--- src/rtl/ls7408_arb_pkg.sv ---
// ----------------------------------------------------------------------------
// ls7408_arb_pkg
// Shared definitions for the ls7408 round-robin arbiter: FSM state encoding,
// operand width, requester-index width and the maximum requester count.
// ----------------------------------------------------------------------------
`timescale 1ns/1ps
package ls7408_arb_pkg;

  localparam int OPW      = 4;  // operand / result width of one ls7408
  localparam int NREQ_MAX = 4;  // largest legal NREQ
  localparam int IDW      = 2;  // width of a requester index (NREQ_MAX = 4)

  typedef enum logic [1:0] {
    ST_IDLE = 2'd0,
    ST_EXEC = 2'd1,
    ST_RESP = 2'd2
  } state_e;

  typedef logic [OPW-1:0] opnd_t;
  typedef logic [IDW-1:0] id_t;

endpackage

--- src/rtl/ls7408.sv ---
// ----------------------------------------------------------------------------
// ls7408
// Quad 2-input AND gate (74LS08 equivalent), purely combinational.
// Ports:
//   a_i [3:0] - input A of the four gates
//   b_i [3:0] - input B of the four gates
//   y_o [3:0] - y_o[k] = a_i[k] & b_i[k]
// ----------------------------------------------------------------------------
`timescale 1ns/1ps
module ls7408 (
  input  logic [3:0] a_i,
  input  logic [3:0] b_i,
  output logic [3:0] y_o
);

  assign y_o = a_i & b_i;

endmodule

--- src/rtl/ls7408_arbiter.sv ---
// ----------------------------------------------------------------------------
// ls7408_arbiter
// Shares one ls7408 among NREQ requesters. A round-robin pick in IDLE accepts
// one request, its operands are registered, the gate output is registered in
// EXEC, and the result is held in RESP until the consumer takes it.
// Ports:
//   clk, rst_n          - clock, synchronous active-low reset
//   req_valid [NREQ]    - per-requester request
//   req_a/req_b         - 4-bit operands, requester i in bits [4i+3:4i]
//   req_ready [NREQ]    - one-hot accept strobe (IDLE cycle of the accept only)
//   rsp_valid/rsp_id/rsp_y/rsp_ready - result handshake
//   busy                - high whenever the FSM is not in IDLE
//   grant_cnt [8*NREQ]  - saturating per-requester accept counters, present
//                         only when LS7408_ARB_STATS_EN is defined
// Parameter NREQ: number of requesters, legal range 2..NREQ_MAX.
// ----------------------------------------------------------------------------
`timescale 1ns/1ps
module ls7408_arbiter
  import ls7408_arb_pkg::*;
#(
  parameter int NREQ = 3
) (
  input  logic                clk,
  input  logic                rst_n,
  input  logic [NREQ-1:0]     req_valid,
  input  logic [OPW*NREQ-1:0] req_a,
  input  logic [OPW*NREQ-1:0] req_b,
  output logic [NREQ-1:0]     req_ready,
  output logic                rsp_valid,
  output logic [IDW-1:0]      rsp_id,
  output logic [OPW-1:0]      rsp_y,
  input  logic                rsp_ready,
  output logic                busy
`ifdef LS7408_ARB_STATS_EN
  ,
  output logic [8*NREQ-1:0]   grant_cnt
`endif
);

  state_e state_q, state_d;
  id_t    last_grant_q, last_grant_d;
  id_t    id_q, id_d;
  opnd_t  op_a_q, op_a_d;
  opnd_t  op_b_q, op_b_d;
  opnd_t  y_q, y_d;
  opnd_t  and_y;

  logic   win_found;
  id_t    win_idx;
  id_t    cand;
  logic   accept;

  // The gate sees only the operand registers, never the request bus.
  ls7408 u_and (
    .a_i (op_a_q),
    .b_i (op_b_q),
    .y_o (and_y)
  );

  // Round-robin pick: first valid index strictly after last_grant, wrapping.
  always_comb begin
    // NOTE: every variable gets a default before any branch, so no path
    // leaves it unassigned and no latch is inferred.
    win_found = 1'b0;
    win_idx   = '0;
    cand      = '0;
    for (int k = 1; k <= NREQ; k++) begin
      cand = IDW'((int'(last_grant_q) + k) % NREQ);
      if (!win_found && req_valid[cand]) begin
        win_found = 1'b1;
        win_idx   = cand;
      end
    end
  end

  assign accept = (state_q == ST_IDLE) && win_found;

  // Next-state and output logic.
  always_comb begin
    state_d      = state_q;
    last_grant_d = last_grant_q;
    id_d         = id_q;
    op_a_d       = op_a_q;
    op_b_d       = op_b_q;
    y_d          = y_q;
    req_ready    = '0;

    case (state_q)
      ST_IDLE: begin
        if (win_found) begin
          req_ready[win_idx] = 1'b1;
          last_grant_d       = win_idx;
          id_d               = win_idx;
          // {win_idx, 2'b00} is win_idx * OPW with OPW fixed at 4.
          op_a_d             = req_a[{win_idx, 2'b00} +: OPW];
          op_b_d             = req_b[{win_idx, 2'b00} +: OPW];
          state_d            = ST_EXEC;
        end
      end
      ST_EXEC: begin
        y_d     = and_y;
        state_d = ST_RESP;
      end
      ST_RESP: begin
        if (rsp_ready) state_d = ST_IDLE;
      end
      default: state_d = ST_IDLE;
    endcase
  end

  always_ff @(posedge clk) begin
    // NOTE: state is written with non-blocking assignments so every register
    // samples the pre-edge values, independent of statement order.
    if (!rst_n) begin
      state_q      <= ST_IDLE;
      last_grant_q <= IDW'(NREQ - 1);  // requester 0 wins first
      id_q         <= '0;
      op_a_q       <= '0;
      op_b_q       <= '0;
      y_q          <= '0;
    end else begin
      state_q      <= state_d;
      last_grant_q <= last_grant_d;
      id_q         <= id_d;
      op_a_q       <= op_a_d;
      op_b_q       <= op_b_d;
      y_q          <= y_d;
    end
  end

  assign rsp_valid = (state_q == ST_RESP);
  assign busy      = (state_q != ST_IDLE);
  assign rsp_id    = id_q;
  assign rsp_y     = y_q;

`ifdef LS7408_ARB_STATS_EN
  logic [7:0] cnt_q [NREQ];

  always_ff @(posedge clk) begin
    if (!rst_n) begin
      // NOTE: the counter array is plain flops, not a RAM, so it is cleared
      // element by element on reset like any other register.
      for (int i = 0; i < NREQ; i++) cnt_q[i] <= '0;
    end else if (accept && (cnt_q[win_idx] != 8'hFF)) begin
      cnt_q[win_idx] <= cnt_q[win_idx] + 8'd1;
    end
  end

  for (genvar g = 0; g < NREQ; g++) begin : g_cnt
    assign grant_cnt[8*g +: 8] = cnt_q[g];
  end
`endif

endmodule
--- config.mk ---
export PLATFORM = sky130hd
export DESIGN_NAME = ls7408_arbiter
export DESIGN_NICKNAME = d
export VERILOG_FILES = /design/src/rtl/ls7408_arb_pkg.sv /design/src/rtl/ls7408.sv /design/src/rtl/ls7408_arbiter.sv
export SDC_FILE = /design/constraint.sdc
export NUM_CORES = 1
export LEC_CHECK = 0
export BUFFER_PORTS_ARGS = -buffer_cell sky130_fd_sc_hd__clkbuf_2
export CORE_MARGIN = 3
export CORE_UTILIZATION = 49
export DETAILED_ROUTE_END_ITERATION = 8
export PLACE_DENSITY = 0.79
export SLEW_MARGIN = 20
export SYNTH_ARGS = -nofsm -noshare
export SYNTH_HDL_FRONTEND = slang
export SYNTH_SLANG_ARGS = --single-unit
--- constraint.sdc ---
create_clock -name clk -period 3.6 [get_ports clk]
set_clock_uncertainty 0.05 [all_clocks]
set_input_delay 0.72 -clock clk [delete_from_list [all_inputs] [get_ports clk]]
set_output_delay 0.72 -clock clk [all_outputs]
set_load 0.02 [all_outputs]
==> flow_metrics.tcl, run 1 <==
set metrics [dict create \
    outcome "complete, no violations" \
    cts_sinks 17 \
    final_nets 206 \
    netlist_instances 135 \
    syn_avg_cell_area_sq_um 8.64 \
    final_cell_mix "40 x clkbuf_2, 17 x dfxtp_1, 15 x inv_1, 13 x nand3_1, 12 x mux2i_1" \
    gp_congestion 0.897 \
    final_hold_viol_count 0 \
    dr.pass1.iters 4 \
    wl_per_cell_um 13.0 \
    fp.dieW_um 54.8 \
    syn-num-nets 169 \
    drt.antenna.violating_nets 0 \
    critical_path_arrival_ns 2.53 \
    final_util_pct 61.6 \
    dp.final_hpwl_mm 2.09 \
    crit_fanout 9 \
    drive_gt1_share_pct 35.7 \
    worstMarginPinSlew_ns 0.435 \
    diodes 0 \
    clockBufferDepth 2 \
    startpoint "last_grant_q[0]" \
    cp.required_ns 2.83 \
    layout.area.seq_sq_um 340 \
    die-area_sq_mm 0.00300 \
    die_h_um 54.8 \
    relSlewSlack_pct 71.0 \
    rsz0062_at_grt "false" \
    startpoint_type "flop" \
    num_rows 17 \
    drc 0 \
    synth_edf_count 0 \
    routed_wl_mm 2.58 \
    cp-end-kind "primary output" \
    cts_buffers 3 \
    start_util_pct 52.2 \
    post-route-period-util_pct 91.5 \
    grt_pass1_wl_mm 3.94 \
    vias 1074 \
    cts_root_buf "clkbuf_4" \
    h-tree-depth 1 \
    grt_pass1_vias 894 \
    area_growth_pct 18.0 \
    period_needed_ns 3.30 \
    yosysSeqAreaShare_pct 29.2 \
    powerDensity_mw_per_mm2 929 \
    drt_iter0_drc 20 \
    insertion_delay_ns 0.29 \
    grt_max_degree 18 \
    synth_cell_types 34 \
    p_leak_uw 0.000653 \
    core_area_sq_mm 0.00223 \
    multi_input_area_sq_um 709 \
    irDropWorstVdd_mv 0.647 \
    clkTransAtPathRegs_ns 0.10 \
    ctsResizeCount 0 \
    r2r_start "last_grant_q[0]" \
    synth-main-ff-cell "dfxtp_1" \
    grt_use_total_pct 18.2 \
    ys_seq_elements 17 \
    holdBufCountCts 0 \
    fillers 204 \
    async_flop_share_pct 0 \
    hold_path.class "reg -> reg" \
    port_buffers 40 \
    slew_violations 0 \
    yosysWarnings 0 \
    viasPerCell 5.40 \
    cts_tree "yes" \
    maxCapViolations 0 \
    syn_area_sq_mm 0.00117 \
    setup_tns_ns 0 \
    ios 41 \
    antenna_found_initial 0 \
    layout_commonest_cell "clkbuf_2" \
    critical_path_class "reg -> out" \
    cts_setup_buffers 0 \
    hold_slack_ns 0.407 \
    fmax_mhz 303 \
    reg2reg_slack_ns 0.89 \
    finalSetupViolCount 0 \
    grt_overflow 0 \
    min_from "rsp_y[0]" \
]
final timing paths:
path,endpoint,depth (start not counted)
min reg2reg,rsp_y[0],2
max reg2reg,op_b_q[3],8
min,rsp_y[0],2
max,req_ready[2],9
synthesized netlist by cell type, types with 2 or more instances:
cell / number / share of area (%)
nor2b_1: 4 / 2.1
nand2_1: 11 / 3.5
o221ai_2: 8 / 10
or2_4: 2 / 1.5
buf_4: 3 / 1.9
clkbuf_1: 3 / 0.97
inv_1: 15 / 4.8
nand3_1: 13 / 5.6
a21oi_1: 10 / 4.3
nand2b_1: 4 / 2.1
o21ai_1: 2 / 0.86
dfxtp_1: 17 / 29
nor3b_1: 3 / 1.9
mux2i_1: 12 / 10
buf_6: 2 / 1.9
o221ai_1: 2 / 1.5
ha_1: 4 / 4.3
nor2_1: 4 / 1.3
worst max-delay path: stages, from the launching register on:
cell and delay (ns):
dfxtp_1 0.42, inv_1 0.09, ha_1 0.44, inv_1 0.16, or2_4 0.29, a211oi_2 0.18, o21ai_1 0.16, or2_1 0.28
inv_1 0.06, clkbuf_2 0.16
layer usage:
| layer | vias up | GRT usage, % | part of all wire (%) |
|---|---|---|---|
| met5 | - | 0 | 0 |
| met4 | 0 | 2.49 | 0.54 |
| met3 | 2 | 6.27 | 5.4 |
| met2 | 29 | 28.0 | 49 |
| met1 | 491 | 24.8 | 45 |
| li1 | 552 | - | - |
power breakdown:
group / switching (uW) / internal, uW
registers: 37.2 / 245
clock network: 58.9 / 41.3
logic: 522 / 374
total: 619 / 660
state kept, by name, summed over array words and instances, names as in the netlist:
name	count
op_b_q	4
rsp_y	4
state_q	2
rsp_id	1
last_grant_q	2
op_a_q	4
layout make-up:
class,instances,area share [%]
clock buffers,3,1.64
well taps,28,2.55
repair buffers,41,15.1
multi-input cells,94,51.5
inverters,15,4.09
clock inverters,1,0.364
flip-flops and latches,17,24.7
per-stage QoR:
step | instances | instance area, sq um | worst slack (ns) | power (uW)
2_1_floorplan | 135 | 1170 | 0.643 | 1020
3_3_place_gp | 195 | 1350 | 0.630 | 1150
3_5_place_dp | 195 | 1350 | 0.558 | 1180
4_1_cts | 199 | 1380 | 0.245 | 1280
5_1_grt | 199 | 1380 | 0.0763 | 1380
6_report | 199 | 1380 | 0.305 | 1280
kinds of logic (layout without fill, tap and decap cells):
kind of cell / Yosys count / count (layout) / share of synthesized area (%)
simple gates: 47 / 47 / 22.4
compound gates: 30 / 30 / 22.7
fa+ha+maj: 4 / 4 / 4.29
mux: 13 / 13 / 11.3
flops: 17 / 17 / 29.2
buf+inv: 24 / 60 / 10.1
No activity file was read; power rests on OpenSTA's default activity.
==> run 2: changes to the inputs <==
--- a/config.mk
+++ b/config.mk
@@ -9,6 +9,7 @@
 export CORE_MARGIN = 3
 export CORE_UTILIZATION = 49
 export DETAILED_ROUTE_END_ITERATION = 8
+export MAX_ROUTING_LAYER = met4
 export PLACE_DENSITY = 0.79
 export SLEW_MARGIN = 20
 export SYNTH_ARGS = -nofsm -noshare
==> run 2 against run 1 <==
Compared with the run above: via count about the same; clock-buffer cell count unchanged; first-iteration DRC count unchanged; sequential cell count unchanged; combinational power about the same; largest cell class unchanged; highest routed layer unchanged.
==> flow_metrics.tcl, run 2 (synthesized netlist as in run 1, its figures left out) <==
set metrics [dict create \
    rsz0062_at_grt "false" \
    setup_tns_ns 0 \
    outcome "complete, no violations" \
    critical_path.cell_chain "inv_1 -> ha_1 -> inv_1 -> or2_4 -> a211oi_2 -> o21ai_1 -> or2_1 -> inv_1 -> clkbuf_2" \
    irDropWorstVdd_mv 0.649 \
    cp-end-kind "primary output" \
    max_stage_delay_ns 0.44 \
    slew_violations 0 \
    die_h_um 54.8 \
    cts_sinks 17 \
    slowest_stage "ha_1" \
    ios 41 \
    finalPower_uw 1280 \
    startpoint_type "flop" \
    grt_overflow 0 \
    final_hold_viol_count 0 \
    vias 1075 \
    num_rows 17 \
    use_met3_pct 5.72 \
    powerDensity_mw_per_mm2 929 \
    worstMarginPinSlew_ns 0.435 \
    antenna_found_initial 0 \
    grt_use_total_pct 18.7 \
    drive_gt1_share_pct 35.7 \
    port_buffers 40 \
    hold_path.class "reg -> reg" \
    drt_iter0_drc 20 \
    drc 0 \
    maxCapViolations 0 \
    grt.busiest_layer "met2" \
    core_area_sq_mm 0.00223 \
    p_leak_uw 0.000653 \
    fp.dieW_um 54.8 \
    finalSetupViolCount 0 \
    cp_top_family "simple AND/OR/NAND/NOR gates" \
    cts_tree "yes" \
    viasPerCell 5.40 \
    crit_fanout 9 \
    clkTransAtPathRegs_ns 0.10 \
    relSlewSlack_pct 71.0 \
    grtUsageMet2_pct 28.0 \
    grt_pass1_wl_mm 3.95 \
    grt_max_degree 18 \
    holdBufCountCts 0 \
    cp_common_cell "inv_1" \
    final_nets 206 \
    cp.buffers_inverters 4 \
    diodes 0 \
    critical_path_arrival_ns 2.52 \
    cts_buffers 3 \
    cts_root_buf "clkbuf_4" \
    drt.antenna.violating_nets 0 \
    cp.required_ns 2.83 \
    grt_pass1_vias 893 \
    layout_commonest_cell "clkbuf_2" \
    routed_wl_mm 2.58 \
    post-route-period-util_pct 91.5 \
    wl_per_cell_um 13.0 \
    fmax_mhz 304 \
    final_cell_mix "40 x clkbuf_2, 17 x dfxtp_1, 15 x inv_1, 13 x nand3_1, 12 x mux2i_1" \
    critical_path_class "reg -> out" \
    clockBufferDepth 2 \
    area_growth_pct 18.0 \
    dp.final_hpwl_mm 2.09 \
    cts_setup_buffers 0 \
    period_needed_ns 3.29 \
    dr.pass1.iters 4 \
    start_util_pct 52.2 \
    fillers 204 \
    die-area_sq_mm 0.00300 \
    h-tree-depth 1 \
    insertion_delay_ns 0.29 \
    grt_use_met1_pct 25.1 \
    gp_congestion 0.912 \
]
## run 2: cell counts in the layout (fill, tap and decap cells not counted)
Identical to the previous run, type by type.
## run 2: report_power, final
part	internal (uW)	total, uW	switching, uW
Clock	41.3	99.9	58.6
Sequential	245	282	37.2
Combinational	374	897	523
## run 2: layout make-up
cell class                      instances  area, sq um  share of cell area (%)
Clock buffer                            3         22.5                    1.64
Clock inverter                          1         5.00                   0.364
Inverter                               15         56.3                    4.09
Multi-Input combinational cell         94          709                    51.5
Sequential cell                        17          340                    24.7
Tap cell                               28         35.0                    2.55
Timing Repair Buffer                   41          208                    15.1
## run 2: timing repair
action / 4_1_cts / 5_1_grt
hold endpoints to repair: 0 / 0
resized for setup: 0 / 1
setup endpoints to repair: 0 / 2
## run 2: stage by stage
stage / instances / area (sq um) / utilization (%) / hold slack [ns] / worst slack (ns)
after detailed placement: 195 / 1350 / 60.3 / 0.395 / 0.558
after global routing: 199 / 1380 / 61.6 / 0.426 / 0.0763
after floorplan: 135 / 1170 / - / 0.398 / 0.643
after CTS: 199 / 1380 / 61.6 / 0.409 / 0.245
final: 199 / 1380 / 61.6 / 0.407 / 0.306
after global placement: 195 / 1350 / 60.3 / 0.392 / 0.630
## run 2: worst paths after layout
path                   start            to  slack [ns]  cells past startpoint
min                 rsp_y[0]      rsp_y[0]        0.41                      2
min reg2reg         rsp_y[0]      rsp_y[0]        0.41                      2
max          last_grant_q[0]  req_ready[2]        0.31                      9
max reg2reg  last_grant_q[0]     op_b_q[3]        0.89                      8
## run 2: layer usage
layer	up-vias	part of all wire, %
li1	552	-
met1	492	46
met2	29	49
met3	2	5.0
met4	0	0.54
met5	-	0
## run 2: worst register-to-register path, stage by stage, from the launching register on
cell and delay (ns):
dfxtp_1 0.42, inv_1 0.09, ha_1 0.44, inv_1 0.16, or2_4 0.29, a211oi_2 0.18
o21ai_1 0.16, or4_4 0.64, o221ai_2 0.21
